<file path="config.mk">
export PLATFORM = sky130hd
export DESIGN_NAME = seq_detect_ms
export DESIGN_NICKNAME = d
export VERILOG_FILES = /design/src/rtl/seq_detect_ms.sv
export SDC_FILE = /design/constraint.sdc
export NUM_CORES = 1
export LEC_CHECK = 0
export CORE_MARGIN = 2
export CORE_UTILIZATION = 50
export CTS_BUF_LIST = sky130_fd_sc_hd__clkbuf_2
export DETAILED_ROUTE_END_ITERATION = 10
export PLACE_DENSITY = 0.76
export RECOVER_POWER = 25
export SKIP_LAST_GASP = 1
export SLEW_MARGIN = 20
export SYNTH_ARGS = -nofsm -noshare
export SYNTH_HDL_FRONTEND = slang
export SYNTH_SLANG_ARGS = --single-unit
</file>
<file path="constraint.sdc">
create_clock -name clk -period 3 [get_ports clk]
set_input_delay 0.9 -clock clk [delete_from_list [all_inputs] [get_ports clk]]
set_output_delay 0.9 -clock clk [all_outputs]
set_load 0.02 [all_outputs]
</file>
<file path="src/rtl/seq_detect_ms.sv">
// Serial pattern detector: matches a 1-bit stream against a PAT_W-bit pattern (fixed or run-time loaded).
// Latency: mealy_hit 0 cycles (same cycle as completing bit), moore_hit/hit_cnt 1 cycle after that edge.
// Backpressure: none; one bit accepted per en cycle, en=0 freezes all state.
//
// Ports:
//   clk, reset      rising-edge clock, asynchronous active-high reset
//   en, din         serial bit and its qualifier
//   pat_ld, pat_in  load a new pattern (MSB is the first expected bit); restarts the search
//   cnt_clr         synchronous clear of hit_cnt (a same-edge hit leaves it at 1)
//   mealy_hit       combinational: current din completes the pattern
//   moore_hit       FSM is in the full-match state
//   state           matched-prefix length 0..PAT_W
//   hit_cnt         saturating match counter
module seq_detect_ms #(
    parameter int         PAT_W   = 4,
    parameter logic [PAT_W-1:0] PATTERN = 4'b1011,
    parameter int         OVERLAP = 1,
    parameter int         CNT_W   = 8
) (
    input  logic                         clk,
    input  logic                         reset,
    input  logic                         en,
    input  logic                         din,
    input  logic                         pat_ld,
    input  logic [PAT_W-1:0]             pat_in,
    input  logic                         cnt_clr,
    output logic                         mealy_hit,
    output logic                         moore_hit,
    output logic [$clog2(PAT_W+1)-1:0]   state,
    output logic [CNT_W-1:0]             hit_cnt
);

    localparam int SW = $clog2(PAT_W + 1);

    // States are the matched-prefix lengths S0..S_PAT_W, so the state type is
    // a plain count rather than an enumeration of fixed names.
    typedef logic [SW-1:0] state_t;

    localparam state_t           S_IDLE  = '0;
    localparam state_t           S_FULL  = SW'(PAT_W);
    localparam logic [CNT_W-1:0] CNT_MAX = '1;

    state_t             state_q, state_d;
    state_t             valid_q, valid_d;
    state_t             k_next;
    logic [PAT_W-1:0]   hist_q, hist_d;
    logic [PAT_W-1:0]   pat_q, pat_d;
    logic [PAT_W-1:0]   shifted;
    logic [PAT_W-1:0]   mask;
    logic [PAT_W-1:0]   pat_top;
    logic [CNT_W-1:0]   cnt_q, cnt_d;
    int                 lim;

    // Longest suffix of {history, din} that equals a prefix of the pattern.
    // Bit 0 of shifted is the newest bit; the top k pattern bits shifted down
    // line up with the k newest stream bits. Only bits actually accepted since
    // the last clear may take part, which keeps zero-filled history from
    // producing phantom prefixes and makes the result equal to a KMP walk.
    always_comb begin
        shifted = {hist_q[PAT_W-2:0], din};
        lim     = int'(valid_q) + 1;
        k_next  = S_IDLE;
        mask    = '0;
        pat_top = '0;
        for (int k = 1; k <= PAT_W; k++) begin
            mask    = PAT_W'((32'd1 << k) - 32'd1);
            pat_top = pat_q >> (PAT_W - k);
            if ((k <= lim) && (((shifted ^ pat_top) & mask) == '0)) begin
                k_next = SW'(k);
            end
        end
    end

    assign mealy_hit = en & ~pat_ld & ~reset & (k_next == S_FULL);
    assign moore_hit = (state_q == S_FULL);
    assign state     = state_q;
    assign hit_cnt   = cnt_q;

    // Next-state, history, pattern and counter updates.
    always_comb begin
        state_d = state_q;
        valid_d = valid_q;
        hist_d  = hist_q;
        pat_d   = pat_q;
        cnt_d   = cnt_q;

        if (pat_ld) begin
            // New pattern: restart the search from scratch, din is discarded.
            pat_d   = pat_in;
            state_d = S_IDLE;
            hist_d  = '0;
            valid_d = '0;
        end else if (en) begin
            if ((k_next == S_FULL) && (OVERLAP == 0)) begin
                // Non-overlapping: nothing of this match may seed the next one.
                state_d = S_FULL;
                hist_d  = '0;
                valid_d = '0;
            end else begin
                state_d = k_next;
                hist_d  = shifted;
                valid_d = (valid_q == S_FULL) ? valid_q : valid_q + 1'b1;
            end
        end

        if (cnt_clr) begin
            cnt_d = mealy_hit ? CNT_W'(1) : '0;
        end else if (mealy_hit && (cnt_q != CNT_MAX)) begin
            cnt_d = cnt_q + 1'b1;
        end
    end

    always_ff @(posedge clk or posedge reset) begin
        if (reset) begin
            state_q <= S_IDLE;
            valid_q <= '0;
            hist_q  <= '0;
            pat_q   <= PATTERN;
            cnt_q   <= '0;
        end else begin
            state_q <= state_d;
            valid_q <= valid_d;
            hist_q  <= hist_d;
            pat_q   <= pat_d;
            cnt_q   <= cnt_d;
        end
    end

endmodule

</file>
==> results of run 1 <==
synth_stat cells, drive strengths merged:
library cell   number  area share (%)
a2111oi             1            0.68
a211oi              1            0.59
a21boi              2             1.2
a21oi              10             4.2
a22o                1            0.68
and2                2             1.2
and3                5             2.5
and4b               1            0.78
buf                 3             1.7
clkbuf              2            0.68
clkdlybuf4s25       1            0.78
dfrtp              18              35
dfstp               3             6.1
ha                  5             4.9
inv                 6             1.8
mux2                4             3.5
mux2i               5             3.9
nand2               3            0.88
nand2b              1            0.49
nand3               3             1.2
nand4               5             3.6
nor2               12             3.5
nor2b               1            0.49
nor3                3             1.2
nor3b               1            0.59
nor4                1             1.7
o2111ai             1            0.68
o21ai               1            0.39
o311a               1            0.78
o311ai              1            0.68
o31a                1            0.68
o31ai               3             1.8
or3                 1            0.59
or4                 2             1.2
xnor2               6             4.1
xor2                7             5.4
worst reg2reg max path: cells and delay by family, from the launching register on:
kind	cells	cell delay, ns
AO/OA/AOI/OAI	5	1.17
flip-flops	1	0.49
adder cells (fa/ha/maj)	1	0.24
buffers and inverters	1	0.17
cell type report:
type / instances / area, um2 / area share, %
Multi-Input combinational cell: 91 / 694.4 / 43.94
Timing Repair Buffer: 31 / 276.5 / 17.50
Sequential cell: 21 / 529.3 / 33.49
Clock buffer: 4 / 20.02 / 1.267
Inverter: 6 / 22.52 / 1.425
Tap cell: 30 / 37.54 / 2.375
report_power, final:
group | total, uW | switching, uW | internal (uW)
combinational | 103 | 51.2 | 52.0
clock | 124 | 88.8 | 35.3
sequential | 315 | 16.2 | 298
total | 542 | 156 | 386
metal layers:
layer | global-route usage, % | up-vias | routed length [um]
li1 | - | 501 | -
met3 | 3.552 | 11 | 74
met2 | 31.75 | 24 | 1190
met1 | 24.53 | 485 | 1208
met4 | 10.83 | 0 | 80
met5 | 0 | - | 0
worst max path at each step:
stage	slack, ns	startpoint	end	cells past startpoint
6_report	0.13	reset	mealy_hit	4
2_1_floorplan	0.23	din	mealy_hit	4
3_5_place_dp	-0.54	din	mealy_hit	5
4_1_cts	0.12	pat_ld	mealy_hit	5
5_1_grt	0.07	pat_ld	mealy_hit	5
3_3_place_gp	-0.53	din	mealy_hit	5
flip-flops by register name, summed over array words and instances (netlist names):
name	count
hist_q	3
hit_cnt	8
pat_q	4
state	3
valid_q	3
metrics by stage:
stage / TNS, ns / worst slack, ns
floorplan: 0 / 0.2253
CTS: 0 / 0.1216
global route: 0 / 0.07469
finish: 0 / 0.1269
global placement: -0.5293 / -0.5293
detailed placement: -0.5380 / -0.5380
cells by family (layout without fill, tap and decap cells):
| kind of cell | count (synthesis) | after routing | synth area share, % |
|---|---|---|---|
| adders and majority gates | 5 | 5 | 4.878 |
| DFF | 21 | 21 | 41.27 |
| muxes | 9 | 9 | 7.415 |
| and+or+nand+nor | 41 | 41 | 19.80 |
| xor gates and xnor gates | 13 | 13 | 9.464 |
| AOI/OAI and AO/OA | 23 | 23 | 12.29 |
| buffers and inverters | 12 | 41 | 4.877 |
==> impl_metrics.csv, run 1 <==
group,metric,value,unit
run_status,status,"complete, no violations",
worst_setup_path,crit_type,"input pin to output port",
floorplan,die_area,2986,um2
final_layout,utilization,64.37,%
worst_setup_path,worst_setup_path_end_kind,"output port",
worst_setup_path,critPathBufInv,2,
placed_design,io_buffer_count,22,
timing,hold_violations,0,
min_path,holdPathEnd,"state[0]",
timing,maxSlewViolCount,0,
global_routing,grt_max_degree,22,
synthesis,synth-seq-cells,21,
timing,fin_crit,2.873,ns
synthesis,ys_seq_area_share,41.27,%
timing,period_share,95.77,%
min_path,hold_depth,2,
final_layout,layout-area-overhead-vs-synth,23.22,%
timing,slew_headroom,45.46,%
worst_setup_path,reg2reg_depth,7,
final_layout,num_antenna_cells,0,
min_path,hold_class,"flip-flop to flip-flop",
global_routing,grtUsageTotal,19.66,%
worst_setup_path,critPathMaxStageDelay,0.58,ns
flow_run,max-cap-violations,0,
worst_setup_path,cp_data_required_time,2.10,ns
floorplan,die_x,54.65,um
placed_design,dp_cells,179,
power_and_ir_drop,finalPower,541.8,uW
timing,setup_viol,0,
final_layout,design_area,1580,um2
synthesis,synth_cell_types,42,
floorplan,start_util,52.24,%
synthesis,synthCells,124,
placed_design,hpwlAfterDp,1899,um
final_layout,nNetsFinal,169,
placed_design,place_congestion,0.7737,
global_routing,grt_pass1_wl,4202,um
clock_tree,ctsResizeCount,7,
clock_tree,clock_sinks,21,
timing,rsz0062_at_grt,"no",
drt,postRouteAntennaNets,0,
synthesis,syn_area,1282,um2
clock_tree,post_cts_buffers,0,
drt,viasPerCell,5.579,
drt,drc,0,
worst_setup_path,crit_chain,"dlygate4sd3_1 -> nor2_1 -> and3_4 -> buf_4",
synthesis,ys.warnings.count,0,
floorplan,placement_rows,18,
synthesis,synth_fp_nets,139,
clock_tree,htreeDepth,1,
power_and_ir_drop,p_per_area,342.9,nW/um2
final_layout,drive_above_1_share,17.65,%
placed_design,placed_cell_area,1568,um2
clock_tree,cts_root_buf,"clkbuf_2",
floorplan,die_y,54.65,um
floorplan,ioPinCount,23,
worst_setup_path,crit_path_start_kind,"input pin",
clock_tree,cts_hold_buf,0,
power_and_ir_drop,leakagePower,0.0006750,uW
drt,dr.pass1.iters,4,
drt,num_vias,1021,
worst_setup_path,cp_slowest_cell,"dlygate4sd3_1",
global_routing,grt-ovfl-total,0,
min_path,min_from,"state[0]",
global_routing,grt_antenna_before_repair,0,
worst_setup_path,crit_arrival,1.97,ns
drt,wl_per_cell,13.95,um
global_routing,grt_pass1_vias,999,
timing,max_freq,348.1,MHz
power_and_ir_drop,peakVddDrop,0.3346,mV
final_layout,fillers,217,
final_layout,final_common_cell,"clkdlybuf4s50_1",
clock_tree,clk_pin_slew,0.19,ns
drt,drtIter0Drc,17,
final_layout,final_cell_count_no_fill,183,
clock_tree,numCtsBuffers,3,
drt,wl,2553,um
timing,skew,0.01331,ns
timing,tightest_slew,0.8172,ns
clock_tree,clockBufferDepth,2,
final_layout,final_cell_mix,"19 x clkdlybuf4s50_1, 18 x dfrtp_1, 12 x nor2_1, 9 x a21oi_1, 8 x buf_4",
clock_tree,insertion_delay,0.34,ns
worst_setup_path,crit_family,"buffers and inverters",
timing,whs,0.5394,ns
synthesis,avgSynthCellArea,10.34,um2
worst_setup_path,r2r_start,"valid_q[0]",
worst_setup_path,reg2reg_to,"state[0]",
worst_setup_path,crit_fanout,3,
clock_tree,cts_tree,"built",
floorplan,core,2455,um2
worst_setup_path,r2r_slack,0.86,ns
(Power assumes the default switching activity.)
==> run 2, diff against run 1 <==
--- a/config.mk
+++ b/config.mk
@@ -9,7 +9,7 @@
 export CORE_UTILIZATION = 50
 export CTS_BUF_LIST = sky130_fd_sc_hd__clkbuf_2
 export DETAILED_ROUTE_END_ITERATION = 10
-export PLACE_DENSITY = 0.76
+export PLACE_DENSITY = 0.77
 export RECOVER_POWER = 25
 export SKIP_LAST_GASP = 1
 export SLEW_MARGIN = 20
==> run 2 against run 1 <==
Compared with the run above:
- final area rose by 0.24%
- sequential cell count stayed put
- non-clock buffer count is the same
- critical endpoint unchanged
- largest cell class unchanged
==> impl_metrics.csv, run 2 (synthesized netlist as in run 1, its figures left out) <==
group,metric,value,unit
run_status,status,"complete, no violations",
floorplan,die_y,54.65,um
clock_tree,clockBufferDepth,2,
clock_tree,post_cts_buffers,0,
final_layout,drive_above_1_share,17.65,%
final_layout,final_cell_count_no_fill,183,
timing,rsz0062_at_grt,"no",
worst_setup_path,worst_setup_path_end_kind,"output port",
global_routing,grt-ovfl-total,0,
clock_tree,htreeDepth,1,
global_routing,grt_antenna_before_repair,0,
clock_tree,cts_root_buf,"clkbuf_2",
drt,dr.pass1.iters,4,
timing,skew,0.01919,ns
drt,wl,2589,um
flow_run,max-cap-violations,0,
final_layout,final_cell_mix,"19 x clkdlybuf4s50_1, 18 x dfrtp_1, 12 x nor2_1, 9 x a21oi_1, 7 x buf_4",
global_routing,grt_pass1_wl,4271,um
placed_design,dp_cells,179,
drt,wl_per_cell,14.15,um
worst_setup_path,crit_fanout,2,
worst_setup_path,crit_type,"input pin to output port",
placed_design,hpwlAfterDp,1991,um
min_path,hold_class,"flip-flop to flip-flop",
timing,fin_crit,2.891,ns
timing,slew_headroom,47.41,%
drt,postRouteAntennaNets,0,
placed_design,io_buffer_count,22,
final_layout,layout-area-overhead-vs-synth,23.51,%
drt,num_vias,1026,
power_and_ir_drop,leakagePower,0.0006817,uW
global_routing,grt_max_degree,22,
floorplan,die_x,54.65,um
global_routing,grt_pass1_vias,967,
timing,max_freq,345.8,MHz
drt,drtIter0Drc,15,
power_and_ir_drop,finalPower,540.4,uW
final_layout,nNetsFinal,169,
floorplan,die_area,2986,um2
floorplan,ioPinCount,23,
timing,setup_viol,0,
drt,viasPerCell,5.607,
worst_setup_path,crit_arrival,1.99,ns
power_and_ir_drop,p_per_area,341.2,nW/um2
clock_tree,numCtsBuffers,3,
clock_tree,insertion_delay,0.35,ns
floorplan,placement_rows,18,
global_routing,grtUsageTotal,20.07,%
floorplan,core,2455,um2
timing,tightest_slew,0.7879,ns
timing,maxSlewViolCount,0,
final_layout,largest_register_ffs,8,
timing,period_share,96.38,%
clock_tree,cts_tree,"built",
clock_tree,clock_sinks,21,
power_and_ir_drop,peakVddDrop,0.2757,mV
final_layout,final_common_cell,"clkdlybuf4s50_1",
worst_setup_path,cp_data_required_time,2.10,ns
clock_tree,clk_pin_slew,0.21,ns
placed_design,place_congestion,0.8344,
floorplan,start_util,52.24,%
worst_setup_path,crit_path_start_kind,"input pin",
final_layout,num_antenna_cells,0,
timing,hold_violations,0,
final_layout,fillers,193,
final_layout,utilization,64.53,%
drt,drc,0,
run 2: cell types whose count changed in the layout (fill, tap and decap cells not counted), sizes merged:
cell	change
dlymetal6s2s	+1
dlygate4sd2	-1
clkinv	+1
buf	-1
run 2: repair_timing:
item | in CTS | in global routing
resized for setup | 6 | 1
pin swaps | 2 | 0
setup endpoints to repair | 1 | 1
hold buffers | 0 | 0
run 2: final timing paths:
path	startpoint	endpoint	slack, ns	depth (start not counted)
min in group asynchronous	reset	state[0]	1.29	3
worst max-delay path	pat_ld	mealy_hit	0.11	5
worst min register to register	state[0]	state[0]	0.55	2
worst max register to register	valid_q[0]	hit_cnt[4]	0.85	6
worst min-delay path	state[0]	state[0]	0.55	2
max in group asynchronous	reset	pat_q[2]	1.21	3
run 2: cell type report:
cell class	count	area, um2	share of cell area (%)
repair buffers	31	280.3	17.69
well taps	30	37.54	2.370
multi-input cells	91	694.4	43.84
inverters	6	22.52	1.422
clock inverters	1	5.005	0.3160
clock buffers	3	15.01	0.9479
flip-flops and latches	21	529.3	33.41
run 2: critical path: stages:
cell and delay [ns]:
clkdlybuf4s50_1 0.41, nand2b_1 0.18, nor2_1 0.15, and3_4 0.21
buf_4 0.13
run 2: per-layer routing:
layer  part of all wire (%)  track usage [%]  vias up
li1                       -                -      500
met1                     46            27.19      495
met2                     48            31.94       27
met3                    4.2            3.279        4
met4                    1.2            7.500        0
met5                      0                0        -
run 2: power by group:
group,internal [uW],switching (uW)
logic,53.0,52.7
registers,298,15.4
clock network,30.2,90.8
run 2: per-stage QoR:
step	hold slack (ns)	instance area (um2)	worst slack (ns)	setup TNS, ns
after floorplan	0.5059	1282	0.2253	0
after global placement	0.4929	1568	-0.5481	-0.5481
after detailed placement	0.5116	1568	-0.5636	-0.5636
after CTS	0.5559	1589	0.01936	0
after global routing	0.5849	1584	0.05850	0
final	0.5496	1584	0.1086	0
